`src/rtl/nand_io_pkg.sv`:
```
// Shared types and default ONFI mode-0 data-phase timing for the NAND IO units.
// Timing values are in clk cycles.
package nand_io_pkg;

   typedef enum logic {
      IO_READ  = 1'b0,
      IO_WRITE = 1'b1
   } io_t;

   typedef enum logic [1:0] {
      IDLE,
      FETCH,
      STROBE,
      HOLD
   } io_state_t;

   localparam int DEF_DATA_W = 16;
   localparam int DEF_LEN_W  = 12;
   localparam int DEF_T_WP   = 3;
   localparam int DEF_T_WH   = 2;
   localparam int DEF_T_REA  = 4;
   localparam int DEF_T_REH  = 2;

   function automatic int max_of4(input int a, input int b, input int c, input int d);
      int m;
      m = a;
      if (b > m) m = b;
      if (c > m) m = c;
      if (d > m) m = d;
      return m;
   endfunction

endpackage

```
`src/rtl/nand_io_timer.sv`:
```
// Loadable down-counter pacing strobe phases; expire is high while the count sits at 1,
// so a phase loaded with N lasts exactly N cycles.
module nand_io_timer #(
   parameter int W = 3
) (
   input  logic         clk,
   input  logic         reset,
   input  logic         load,
   input  logic [W-1:0] load_val,
   output logic         expire
);

   logic [W-1:0] count;

   always_ff @(posedge clk) begin
      if (reset) begin
         count <= '0;
      end else if (load) begin
         count <= load_val;
      end else if (count != '0) begin
         count <= count - W'(1);
      end
   end

   assign expire = (count == W'(1));

endmodule

```
`src/rtl/nand_io_burst_unit.sv`:
```
// NAND data-phase engine: bursts of len+1 read or write beats, one WE#/RE# strobe per beat,
// with every output registered.
module nand_io_burst_unit
   import nand_io_pkg::*;
#(
   parameter int DATA_W = DEF_DATA_W,
   parameter int LEN_W  = DEF_LEN_W,
   parameter int T_WP   = DEF_T_WP,
   parameter int T_WH   = DEF_T_WH,
   parameter int T_REA  = DEF_T_REA,
   parameter int T_REH  = DEF_T_REH
) (
   input  logic              clk,
   input  logic              reset,
   input  logic              activate,
   input  logic              io_type,
   input  logic [LEN_W-1:0]  len,
   input  logic [DATA_W-1:0] wr_data,
   input  logic              wr_valid,
   output logic              wr_ready,
   input  logic [DATA_W-1:0] data_in,
   output logic [DATA_W-1:0] data_out,
   output logic              bus_oe,
   output logic              io_ctrl,
   output logic [DATA_W-1:0] rd_data,
   output logic              rd_valid,
   output logic              busy,
   output logic              done
);

   localparam int DLY_W = $clog2(max_of4(T_WP, T_WH, T_REA, T_REH) + 1);
   localparam logic [DLY_W-1:0] WP_L  = DLY_W'(T_WP);
   localparam logic [DLY_W-1:0] WH_L  = DLY_W'(T_WH);
   localparam logic [DLY_W-1:0] REA_L = DLY_W'(T_REA);
   localparam logic [DLY_W-1:0] REH_L = DLY_W'(T_REH);

   io_state_t         state, state_nxt;
   io_t               type_q, type_nxt;
   logic [LEN_W-1:0]  beat_cnt, beat_nxt;
   logic [DATA_W-1:0] data_out_nxt, rd_data_nxt;
   logic              bus_oe_nxt, io_ctrl_nxt, rd_valid_nxt;
   logic              busy_nxt, done_nxt, wr_ready_nxt;
   logic              tmr_load, tmr_expire;
   logic [DLY_W-1:0]  tmr_val;

   nand_io_timer #(
      .W(DLY_W)
   ) u_timer (
      .clk      (clk),
      .reset    (reset),
      .load     (tmr_load),
      .load_val (tmr_val),
      .expire   (tmr_expire)
   );

   always_ff @(posedge clk) begin
      if (reset) begin
         state    <= IDLE;
         type_q   <= IO_READ;
         beat_cnt <= '0;
         data_out <= '0;
         bus_oe   <= 1'b0;
         io_ctrl  <= 1'b1;
         rd_data  <= '0;
         rd_valid <= 1'b0;
         busy     <= 1'b0;
         done     <= 1'b0;
         wr_ready <= 1'b0;
      end else begin
         state    <= state_nxt;
         type_q   <= type_nxt;
         beat_cnt <= beat_nxt;
         data_out <= data_out_nxt;
         bus_oe   <= bus_oe_nxt;
         io_ctrl  <= io_ctrl_nxt;
         rd_data  <= rd_data_nxt;
         rd_valid <= rd_valid_nxt;
         busy     <= busy_nxt;
         done     <= done_nxt;
         wr_ready <= wr_ready_nxt;
      end
   end

   // beat_cnt is tested for zero before decrementing, so len of all ones runs 2^LEN_W beats
   always_comb begin
      state_nxt    = state;
      type_nxt     = type_q;
      beat_nxt     = beat_cnt;
      data_out_nxt = data_out;
      bus_oe_nxt   = bus_oe;
      io_ctrl_nxt  = io_ctrl;
      rd_data_nxt  = rd_data;
      rd_valid_nxt = 1'b0;
      busy_nxt     = busy;
      done_nxt     = 1'b0;
      wr_ready_nxt = 1'b0;
      tmr_load     = 1'b0;
      tmr_val      = '0;

      case (state)
         IDLE: begin
            io_ctrl_nxt = 1'b1;
            if (activate) begin
               type_nxt = io_t'(io_type);
               beat_nxt = len;
               busy_nxt = 1'b1;
               if (io_t'(io_type) == IO_WRITE) begin
                  state_nxt    = FETCH;
                  wr_ready_nxt = 1'b1;
               end else begin
                  state_nxt   = STROBE;
                  io_ctrl_nxt = 1'b0;
                  tmr_load    = 1'b1;
                  tmr_val     = REA_L;
               end
            end
         end

         FETCH: begin
            io_ctrl_nxt  = 1'b1;
            wr_ready_nxt = 1'b1;
            if (wr_valid && wr_ready) begin
               data_out_nxt = wr_data;
               bus_oe_nxt   = 1'b1;
               io_ctrl_nxt  = 1'b0;
               wr_ready_nxt = 1'b0;
               tmr_load     = 1'b1;
               tmr_val      = WP_L;
               state_nxt    = STROBE;
            end
         end

         STROBE: begin
            if (tmr_expire) begin
               io_ctrl_nxt = 1'b1;
               tmr_load    = 1'b1;
               state_nxt   = HOLD;
               if (type_q == IO_WRITE) begin
                  tmr_val = WH_L;
               end else begin
                  tmr_val      = REH_L;
                  rd_data_nxt  = data_in;
                  rd_valid_nxt = 1'b1;
               end
            end
         end

         HOLD: begin
            if (tmr_expire) begin
               if (beat_cnt != '0) begin
                  beat_nxt = beat_cnt - LEN_W'(1);
                  if (type_q == IO_WRITE) begin
                     state_nxt    = FETCH;
                     wr_ready_nxt = 1'b1;
                  end else begin
                     state_nxt   = STROBE;
                     io_ctrl_nxt = 1'b0;
                     tmr_load    = 1'b1;
                     tmr_val     = REA_L;
                  end
               end else begin
                  state_nxt    = IDLE;
                  done_nxt     = 1'b1;
                  busy_nxt     = 1'b0;
                  bus_oe_nxt   = 1'b0;
                  data_out_nxt = '0;
               end
            end
         end

         default: begin
            state_nxt = IDLE;
         end
      endcase
   end

endmodule

```
`config.mk`:
```
export PLATFORM = sky130hd
export DESIGN_NAME = nand_io_burst_unit
export DESIGN_NICKNAME = d
export VERILOG_FILES = /design/src/rtl/nand_io_pkg.sv /design/src/rtl/nand_io_timer.sv /design/src/rtl/nand_io_burst_unit.sv
export SDC_FILE = /design/constraint.sdc
export NUM_CORES = 1
export LEC_CHECK = 0
export CORE_MARGIN = 3
export CORE_UTILIZATION = 25
export DETAILED_ROUTE_END_ITERATION = 8
export GPL_ROUTABILITY_DRIVEN = 0
export PLACE_DENSITY = 0.52
export SLEW_MARGIN = 20
export SYNTH_ARGS = -nofsm -noshare
export SYNTH_HDL_FRONTEND = slang
export SYNTH_SLANG_ARGS = --single-unit
```
`constraint.sdc`:
```
create_clock -name clk -period 2.3 [get_ports clk]
set_clock_uncertainty 0.15 [all_clocks]
set_input_delay 0.23 -clock clk [delete_from_list [all_inputs] [get_ports clk]]
set_output_delay 0.23 -clock clk [all_outputs]
set_load 0.02 [all_outputs]
```
==> out/metrics.csv <==
metric;value;unit
status;finished, final reports clean;
via count of the routed design;2448;
Hold Buf Count CTS;0;
RSZ-0062 raised after global routing;no;
clock transition at the registers of the reported paths;0.11;ns
register area share after synthesis;44.6;%
synthesis-to-finish area growth;44.7;%
Fin Setup TNS;0;ns
relative slew slack;58.6;%
fin crit share;88.0;%
arrival time at the worst endpoint;2.08;ns
first-pass GRT wire length;11200;um
Synth Instances;312;
vias in the first global route;2377;
Iteration-0 DRC Markers;114;
IO Count;87;
number of CTS-inserted buffers;5;
global route total overflow;0;
largest family of logic cells by synthesized area;simple AND/OR/NAND/NOR gates;
max_cap viols;0;
GRT Overall Usage;12.0;%
vias per inst;4.65;
Post-Synth XOR/XNOR Area;0.349;%
initial antenna violation count;0;
worst setup path category;reg2reg;
Post-synth top cells;nand2_1 (60), dfxtp_1 (56), nor2_1 (41), a21oi_1 (35), a22oi_1 (17);
worst hold margin;0.0285;ns
iteration count of the initial detailed-routing pass;4;
Die Ht;106;um
area leader, netlist;dfxtp_1;
Lkg Pwr;1.28;nW
Worst Hold Class;in2reg;
FF-to-FF Start;state[1]$_SDFFE_PP0P_;
CP Cell Sequence;nand2b_1, or3_1, nand2_1, a21oi_1;
worst IR drop on VDD;0.333;mV
Die Area;11300;um^2
area share of the largest cell type after synthesis;44.6;%
Yosys reg bits;56;
Routed Antenna Nets;0;
CTS tree;built;
routed wire length;6950;um
routed len/inst;13.2;um
H-tree Lvls;2;
startpoint types;flop;
EDFF count, synth;0;
Crit. End Element;flop;
Mapped Nets;365;
die width;106;um
min cycle time layout;2.02;ns
Root Buffer;clkbuf_8;
count leader, synth;nand2_1;
slowest CP cell;dfxtp_1;
post-synthesis compound-gate area fraction;22.2;%
Worst Max-Slew Pin Slew;0.621;ns
fmax;0.494;GHz
cell area after synthesis;2510;um^2
Pwr Density;783;nW/um^2
final net count;449;
synth top area cells;dfxtp_1 (45%), nand2_1 (9.0%), a21oi_1 (7.0%);
Yosys warning count;0;
crit-path max cell delay;0.67;ns
Layout Utilization;38.2;%
clk sinks;56;
CP Max Fanout;17;
worst-case reg-to-reg path depth;4;
Syn Area/Cell;8.05;um^2
Residual DRC;0;
layout cell share with drive strength beyond 1;8.56;%
Row Count;35;
Ant. Diodes;0;
ys flop type;dfxtp_1;
simple-gate share of the synthesized area;25.3;%
r2r setup slk;0.28;ns
Bufs on Longest Clock Path;2;
Hold Fails Final Rpt;0;
hpwl dp;4760;um
Finish-stage setup viols;0;
core area;9500;um^2
Slew Limit Fails;0;
pin count of the biggest net entering global routing;51;
CP endpoint;rd_data[12]$_SDFFE_PP0P_;
Skew-Pair Late Insertion Delay;0.31;ns
Initial Util;26.4;%
FFs w/ async S/R, synth;0;%
mux cell area share after synthesis;0.797;%
Critical Path RT;2.36;ns
FF-to-FF End;rd_data[12]$_SDFFE_PP0P_;
Synth Area in Adders;1.99;%
PortBufs;86;
Unique masters post-synth;44;
Crit. Startpoint;state[1]$_SDFFE_PP0P_;
[registers in the layout, indices dropped and copies added (netlist names)]
signal and flops:
data_out 16, busy 1, bus_oe 1, done 1, beat_cnt 12, wr_ready 1, u_timer.count 3, state 2
rd_data 16, io_ctrl 1, rd_valid 1, type_q 1
[stage by stage]
| stage | instance area (um^2) | setup WS, ns | cells | power (mW) |
|---|---|---|---|---|
| 2_1_floorplan | 2510 | 0.366 | 312 | 1.91 |
| 4_1_cts | 3620 | 0.181 | 526 | 2.87 |
| 3_5_place_dp | 3530 | 0.105 | 518 | 2.28 |
| 3_3_place_gp | 3530 | 0.157 | 518 | 2.28 |
| 6_report | 3630 | 0.277 | 526 | 2.84 |
| 5_1_grt | 3630 | 0.101 | 526 | 3.05 |
[worst min-delay path by stage]
stage	endpoint	slack, ns	startpoint	cells after the start
floorplan	rd_data[10]$_SDFFE_PP0P_	0.22	data_in[10]	2
detailed placement	rd_data[14]$_SDFFE_PP0P_	0.30	rd_data[14]$_SDFFE_PP0P_	2
global placement	rd_data[14]$_SDFFE_PP0P_	0.29	rd_data[14]$_SDFFE_PP0P_	2
finish	rd_data[1]$_SDFFE_PP0P_	0.03	reset	2
global route	rd_data[5]$_SDFFE_PP0P_	0.03	reset	2
CTS	rd_data[5]$_SDFFE_PP0P_	0.01	reset	2
[critical path, delay by kind of cell, from the launching register on]
family	cells	cell delay [ns]
and+or+nand+nor	3	1.03
DFF	1	0.67
AOI/OAI and AO/OA	1	0.07
[layer usage]
layer,routed length (um),up-vias,global-route usage (%)
met1,3200,1105,15.9
met2,3130,81,18.9
met4,61,0,3.05
met3,555,5,3.76
met5,0,-,0
li1,-,1257,-
[area by class of cell]
cell class / instances / area (um^2)
fill: 1007 / 5870
multi-input combinational: 231 / 1290
sequential: 56 / 1120
timing repair buffer: 96 / 943
tap: 129 / 161
clock buffer: 5 / 68.8
clock inverter: 3 / 26.3
inverter: 6 / 22.5
[cell usage in the layout, fill, tap and decap left out, types with 2 or more instances in the layout]
cell / Yosys / layout
clkdlybuf4s50_1: 0 / 85
and2_1: 3 / 3
nand2_1: 60 / 60
a31oi_1: 2 / 2
nor4_1: 2 / 2
nand3_1: 8 / 8
nor3_1: 3 / 3
a21oi_1: 35 / 35
nand2b_1: 4 / 4
ha_1: 4 / 4
inv_1: 6 / 6
clkbuf_8: 0 / 5
nand2_2: 2 / 2
clkinvlp_4: 0 / 2
dfxtp_1: 56 / 56
o31ai_1: 3 / 3
nor2_1: 41 / 41
a211oi_1: 6 / 6
a22oi_1: 17 / 17
o21ai_0: 15 / 15
mux2i_1: 2 / 2
buf_4: 0 / 9
[report_power, final]
part,leakage (nW),internal (mW),switching (mW)
logic,0.780,0.485,0.566
clock network,0.0423,0.222,0.350
registers,0.455,1.08,0.138
total,1.28,1.79,1.05
[cell families (layout without fill, tap and decap cells)]
group                    after synthesis  after routing
AO/OA/AOI/OAI                         88             88
XOR/XNOR                               1              1
adder cells (fa/ha/maj)                4              4
buffers and inverters                 25            110
flip-flops                            56             56
multiplexers                           2              2
AND/OR/NAND/NOR                      136            136
[what timing repair did]
item | 4_1_cts | 5_1_grt
buffers inserted | 0 | 0
resized for setup | 0 | 1
setup endpoints to repair | 0 | 2
Power figures use the tool's default switching activity.
